### src/rtl/seg7_pkg.sv
// seg7_pkg: shared 7-segment constants and the pattern-to-value decoder.
// Segment vectors are active-low, bit 6 = g ... bit 0 = a.
// Optional macro SEG_DECODE_HEX_EN: also accept the A..F glyphs as legal.
package seg7_pkg;

    localparam int NUM_DIGITS = 4;

    localparam logic [6:0] SEG_0     = 7'b1000000;
    localparam logic [6:0] SEG_1     = 7'b1111001;
    localparam logic [6:0] SEG_2     = 7'b0100100;
    localparam logic [6:0] SEG_3     = 7'b0110000;
    localparam logic [6:0] SEG_4     = 7'b0011001;
    localparam logic [6:0] SEG_5     = 7'b0010010;
    localparam logic [6:0] SEG_6     = 7'b0000010;
    localparam logic [6:0] SEG_7     = 7'b1111000;
    localparam logic [6:0] SEG_8     = 7'b0000000;
    localparam logic [6:0] SEG_9     = 7'b0011000;
    localparam logic [6:0] SEG_A     = 7'b0001000;
    localparam logic [6:0] SEG_B     = 7'b0000011;
    localparam logic [6:0] SEG_C     = 7'b1000110;
    localparam logic [6:0] SEG_D     = 7'b0100001;
    localparam logic [6:0] SEG_E     = 7'b0000110;
    localparam logic [6:0] SEG_F     = 7'b0001110;
    localparam logic [6:0] SEG_BLANK = 7'h7F;

    localparam logic [3:0] AN_IDLE   = 4'hF;

    // Returns {legal, value}; unknown patterns come back as {0, 0}.
    function automatic logic [4:0] seg7_to_val(input logic [6:0] seg);
        logic [4:0] res;
        case (seg)
            SEG_0:   res = {1'b1, 4'h0};
            SEG_1:   res = {1'b1, 4'h1};
            SEG_2:   res = {1'b1, 4'h2};
            SEG_3:   res = {1'b1, 4'h3};
            SEG_4:   res = {1'b1, 4'h4};
            SEG_5:   res = {1'b1, 4'h5};
            SEG_6:   res = {1'b1, 4'h6};
            SEG_7:   res = {1'b1, 4'h7};
            SEG_8:   res = {1'b1, 4'h8};
            SEG_9:   res = {1'b1, 4'h9};
`ifdef SEG_DECODE_HEX_EN
            SEG_A:   res = {1'b1, 4'hA};
            SEG_B:   res = {1'b1, 4'hB};
            SEG_C:   res = {1'b1, 4'hC};
            SEG_D:   res = {1'b1, 4'hD};
            SEG_E:   res = {1'b1, 4'hE};
            SEG_F:   res = {1'b1, 4'hF};
`endif
            default: res = {1'b0, 4'h0};
        endcase
        return res;
    endfunction

endpackage

### src/rtl/seg7_stable_filter.sv
// seg7_stable_filter: 2-flop synchronizer followed by a saturating
// run-length counter; pulses accept once when the synchronized word has
// been held STABLE_CYCLES samples.
module seg7_stable_filter #(
    parameter int               STABLE_CYCLES = 4,
    parameter int               WIDTH         = 11,
    parameter logic [WIDTH-1:0] IDLE          = '1
) (
    input  logic             clk,
    input  logic             rst,
    input  logic [WIDTH-1:0] din,
    output logic [WIDTH-1:0] dout,
    output logic             accept
);

    localparam int            CW      = $clog2(STABLE_CYCLES + 1);
    localparam logic [CW-1:0] CNT_SAT = CW'(STABLE_CYCLES);
    localparam logic [CW-1:0] CNT_ACC = CW'(STABLE_CYCLES - 1);

    logic [WIDTH-1:0] sync1;
    logic [WIDTH-1:0] sync2;
    logic [WIDTH-1:0] prev;
    logic [CW-1:0]    cnt;
    logic [CW-1:0]    cnt_next;
    logic             same;

    // Synchronizer, previous-sample register and run-length counter.
    always_ff @(posedge clk or posedge rst) begin
        if (rst) begin
            sync1 <= IDLE;
            sync2 <= IDLE;
            prev  <= IDLE;
            cnt   <= '0;
        end else begin
            sync1 <= din;
            sync2 <= sync1;
            prev  <= sync2;
            cnt   <= cnt_next;
        end
    end

    // Next count and single-shot accept when the count first reaches STABLE_CYCLES-1.
    // A mismatch landing on STABLE_CYCLES-1 only happens for STABLE_CYCLES=1,
    // where every change is accepted straight away.
    always_comb begin
        same     = 1'b0;
        cnt_next = '0;
        accept   = 1'b0;
        same = (sync2 == prev);
        if (!same) begin
            cnt_next = '0;
        end else if (cnt == CNT_SAT) begin
            cnt_next = cnt;
        end else begin
            cnt_next = cnt + CW'(1);
        end
        if ((cnt_next == CNT_ACC) && (!same || (cnt != CNT_ACC))) begin
            accept = 1'b1;
        end else begin
            accept = 1'b0;
        end
    end

    assign dout = sync2;

endmodule

### src/rtl/seg7_scan_decoder.sv
// seg7_scan_decoder: passive reader of a multiplexed active-low 7-segment
// bus. Filters scan transitions, decodes stable patterns and keeps the last
// value per digit.
// Optional macro SEG_DECODE_HEX_EN: decode A..F glyphs as legal values.
module seg7_scan_decoder
    import seg7_pkg::*;
#(
    parameter int STABLE_CYCLES = 4
) (
    input  logic        clk,
    input  logic        rst,
    input  logic [6:0]  seg_in,
    input  logic [3:0]  an_in,
    output logic [15:0] digits,
    output logic [3:0]  valid,
    output logic [3:0]  err,
    output logic        upd,
    output logic [1:0]  upd_idx
);

    logic [10:0] bus;
    logic        accept;
    logic [3:0]  an;
    logic [6:0]  seg;
    logic        one_hot;
    logic [1:0]  idx;
    logic [4:0]  dec;

    seg7_stable_filter #(
        .STABLE_CYCLES (STABLE_CYCLES),
        .WIDTH         (11),
        .IDLE          ({AN_IDLE, SEG_BLANK})
    ) u_filter (
        .clk    (clk),
        .rst    (rst),
        .din    ({an_in, seg_in}),
        .dout   (bus),
        .accept (accept)
    );

    // Split the filtered bus, find the single enabled digit and decode its pattern.
    always_comb begin
        an      = bus[10:7];
        seg     = bus[6:0];
        one_hot = 1'b0;
        idx     = 2'd0;
        case (an)
            4'b1110: begin one_hot = 1'b1; idx = 2'd0; end
            4'b1101: begin one_hot = 1'b1; idx = 2'd1; end
            4'b1011: begin one_hot = 1'b1; idx = 2'd2; end
            4'b0111: begin one_hot = 1'b1; idx = 2'd3; end
            default: begin one_hot = 1'b0; idx = 2'd0; end
        endcase
        dec = seg7_to_val(seg);
    end

    // Capture accepted patterns into the per-digit registers and raise the update strobe.
    always_ff @(posedge clk or posedge rst) begin
        if (rst) begin
            digits  <= 16'h0000;
            valid   <= 4'b0000;
            err     <= 4'b0000;
            upd     <= 1'b0;
            upd_idx <= 2'd0;
        end else begin
            upd <= 1'b0;
            if (accept && one_hot) begin
                upd     <= 1'b1;
                upd_idx <= idx;
                if (dec[4]) begin
                    digits[{idx, 2'b00} +: 4] <= dec[3:0];
                    valid[idx]                <= 1'b1;
                    err[idx]                  <= 1'b0;
                end else begin
                    err[idx] <= 1'b1;
                end
            end
        end
    end

endmodule

### config.mk
export PLATFORM = sky130hd
export DESIGN_NAME = seg7_scan_decoder
export DESIGN_NICKNAME = d
export VERILOG_FILES = /design/src/rtl/seg7_pkg.sv /design/src/rtl/seg7_stable_filter.sv /design/src/rtl/seg7_scan_decoder.sv
export SDC_FILE = /design/constraint.sdc
export NUM_CORES = 1
export LEC_CHECK = 0
export CAP_MARGIN = 20
export CORE_MARGIN = 2
export CORE_UTILIZATION = 37
export DETAILED_ROUTE_END_ITERATION = 16
export PLACE_DENSITY = 0.57
export SLEW_MARGIN = 10
export SYNTH_ARGS = -nofsm -noshare
export SYNTH_HDL_FRONTEND = slang
export SYNTH_SLANG_ARGS = --single-unit
export TNS_END_PERCENT = 10
### constraint.sdc
create_clock -name clk -period 5.9 [get_ports clk]
set_clock_uncertainty 0.15 [all_clocks]
set_input_delay 1.77 -clock clk [delete_from_list [all_inputs] [get_ports clk]]
set_output_delay 1.77 -clock clk [all_outputs]
set_load 0.03 [all_outputs]
==> results.md <==
- Outcome: finished clean
- Floorplan row count: 31
- RSZ-0062 raised after global routing: no
- Minimum clock period: 3.31 ns
- HP Class: reg -> reg
- WL final: 5020 um
- First-pass GRT wire length: 8870 um
- Main synth FF type: dfstp_2
- Yosys warns: 0
- RePlAce Congestion: 0.776
- Gr ovfl total: 0
- VDD IR max: 144 uV
- Clock buffer depth: 2
- # nets final: 285
- Layout fillers: 705
- Post-route DRC: 0
- CTS root buf: clkbuf_8
- Dpl hpwl: 3530 um
- Area grow syn2layout: 22.2%
- Pin count of the biggest net entering global routing: 41
- IO buf count: 39
- Max Cap Viol: 0
- Starting Density: 38.5%
- WS Path Type: reg -> out
- DRT Pass-1 Iters: 4
- Leakage power: 1.44 nW
- Die Ht: 91.1 um
- Worst Path Arrival: 1.39 ns
- Post-DRT Antenna Nets: 0
- Vias per cell: 4.71
- Worst path cell trace: clkdlybuf4s50_1
- Syn Std Cell Area: 2810 sq um
- Finish-stage setup viols: 0
- Most frequent cells in the layout: clkdlybuf4s50_1 (39), dfstp_2 (33), dfrtp_1 (30)
- Inserted Diodes: 0
- Cells after Synth: 221
- Commonest non-fill, non-tap cell in the layout: clkdlybuf4s50_1
- Yosys top cell area share: 30.9%
- Synth area leaders: dfstp_2 (31%), dfrtp_1 (27%), mux2_2 (5.6%), xnor2_1 (4.7%), ha_1 (4.5%)
- Clk pin slew, worst setup/hold paths: 0.07 ns
- Vias: 1725
- Crit-path leading delay family: buffers and inverters
- Initial antenna violation count: 0
- CTS tree: yes
- DR iter-0 viols: 41
- Syn_nets: 244
- Hold-fix buffers, CTS: 0
- Routed wire per std cell: 13.7 um
- Util after Layout: 47.1%
- Total GRT Usage: 13.8%
- EDFF count, synth: 0
- Final hold slack: 0.205 ns
- FMAX: 0.303 GHz
- IO Count: 40
- Fraction of layout cells with a size suffix above 1: 29.2%
- Syn avg cell area: 12.7 sq um
- Fin Setup TNS: 0 ns
- Core area: 7290 sq um
- Crit path max fanout: 2
- Worst-skew pair later-pin latency: 0.33 ns
- Worst stage delay on the critical path: 0.68 ns
- CP startpoint kind: register
- Cell taking the most area after synthesis: dfstp_2
- Async SR Flop Fraction: 100%
- Slowest CP cell: clkdlybuf4s50_1
- Slew HR: 46.0%
- Number of global-route vias before repair: 1845
- Final hold vios: 0
- Die Area: 8300 sq um
- Seq cells post-synth: 63
- Slew Viols, Final: 0
- CTS buffer count: 9
- Seq/Total Area, Yosys: 57.6%
- Total power per unit cell area: 251 nW/um^2
- Buf/Inv on CP: 1
- Tcrit/Tclk final: 56.0%
- H-tree levels: 3
- Slew @ Worst Pin: 0.810 ns
- Post-CTS setup buffer count: 0
- Width of the die: 91.1 um
- Clk sinks: 63
- Distinct cell type count after synthesis: 48
- Worst Path Required: 3.98 ns
- Post-cts sizing count: 0
- Critical path capture point type: primary output
final timing paths:
check,depth (start not counted),end,slack (ns),startpoint
min in group asynchronous,2,digits[6],1.74,rst
hold / removal,0,u_filter.dout[6],0.21,u_filter.sync1[6]
max in group asynchronous,3,u_filter.prev[1],2.98,rst
hold reg to reg,0,u_filter.dout[6],0.21,u_filter.sync1[6]
setup reg to reg,8,digits[4],3.21,u_filter.dout[9]
setup / recovery,1,digits[14],2.59,digits[14]
routing by layer:
metal | part of all wire, % | track usage (%) | wire (um)
met2 | 44 | 20.5 | 2230
met5 | 0 | 0 | 0
met1 | 49 | 18.5 | 2470
met4 | 2.4 | 7.07 | 123
met3 | 4.0 | 3.98 | 200
area by class of cell:
| cell class | instances | area, sq um | area share (%) |
|---|---|---|---|
| repair buffers | 40 | 398 | 11.6 |
| well taps | 99 | 124 | 3.61 |
| flip-flops and latches | 63 | 1620 | 47.1 |
| clock inverters | 4 | 26.3 | 0.766 |
| multi-input cells | 134 | 1060 | 30.8 |
| inverters | 14 | 52.6 | 1.53 |
| clock buffers | 12 | 156 | 4.56 |
cells by family after synthesis:
logic type	count (synthesis)	synth area share, %
muxes	16	6.50
DFF	63	57.6
buffers and inverters	24	4.77
adders and majority gates	10	4.45
xor gates and xnor gates	17	5.57
AOI/OAI and AO/OA	23	6.99
and+or+nand+nor	68	14.1
through the flow:
stage | power [mW] | setup slack [ns] | area (sq um) | instances
after floorplan | 0.508 | 2.46 | 2810 | 221
after global placement | 0.523 | 2.58 | 3250 | 350
after CTS | 0.872 | 2.58 | 3430 | 366
final | 0.860 | 2.59 | 3430 | 366
after global routing | 0.900 | 2.54 | 3430 | 366
after detailed placement | 0.524 | 2.57 | 3250 | 350
cells in the mapped netlist (2+ instances only):
library cell,number
o22ai_1,5
buf_6,5
nor2_1,12
nand3_1,9
o2bb2ai_1,3
and3_1,4
o2111ai_1,4
and2_1,4
nor4_1,3
nand4_1,4
nand2_1,11
a21oi_1,2
or2_2,2
dfrtp_1,30
dfstp_2,33
clkbuf_1,2
o21ai_0,2
inv_1,14
mux2_2,14
ha_1,10
nor3_1,3
nor3b_1,2
and3b_1,2
a31o_2,3
xnor2_1,15
power breakdown:
group | total [mW] | switching (mW) | internal (mW)
Combinational | 0.0492 | 0.0263 | 0.0229
Clock | 0.344 | 0.165 | 0.179
Sequential | 0.467 | 0.0137 | 0.453
Total | 0.860 | 0.205 | 0.655
state kept, by name, summed over array words and instances, names as in the netlist, named ones only:
register        count
upd_idx             2
u_filter.sync1     11
u_filter.prev      11
valid               4
u_filter.cnt        3
u_filter.dout      11
upd                 1
digits             16
Power figures use the tool's default switching activity.
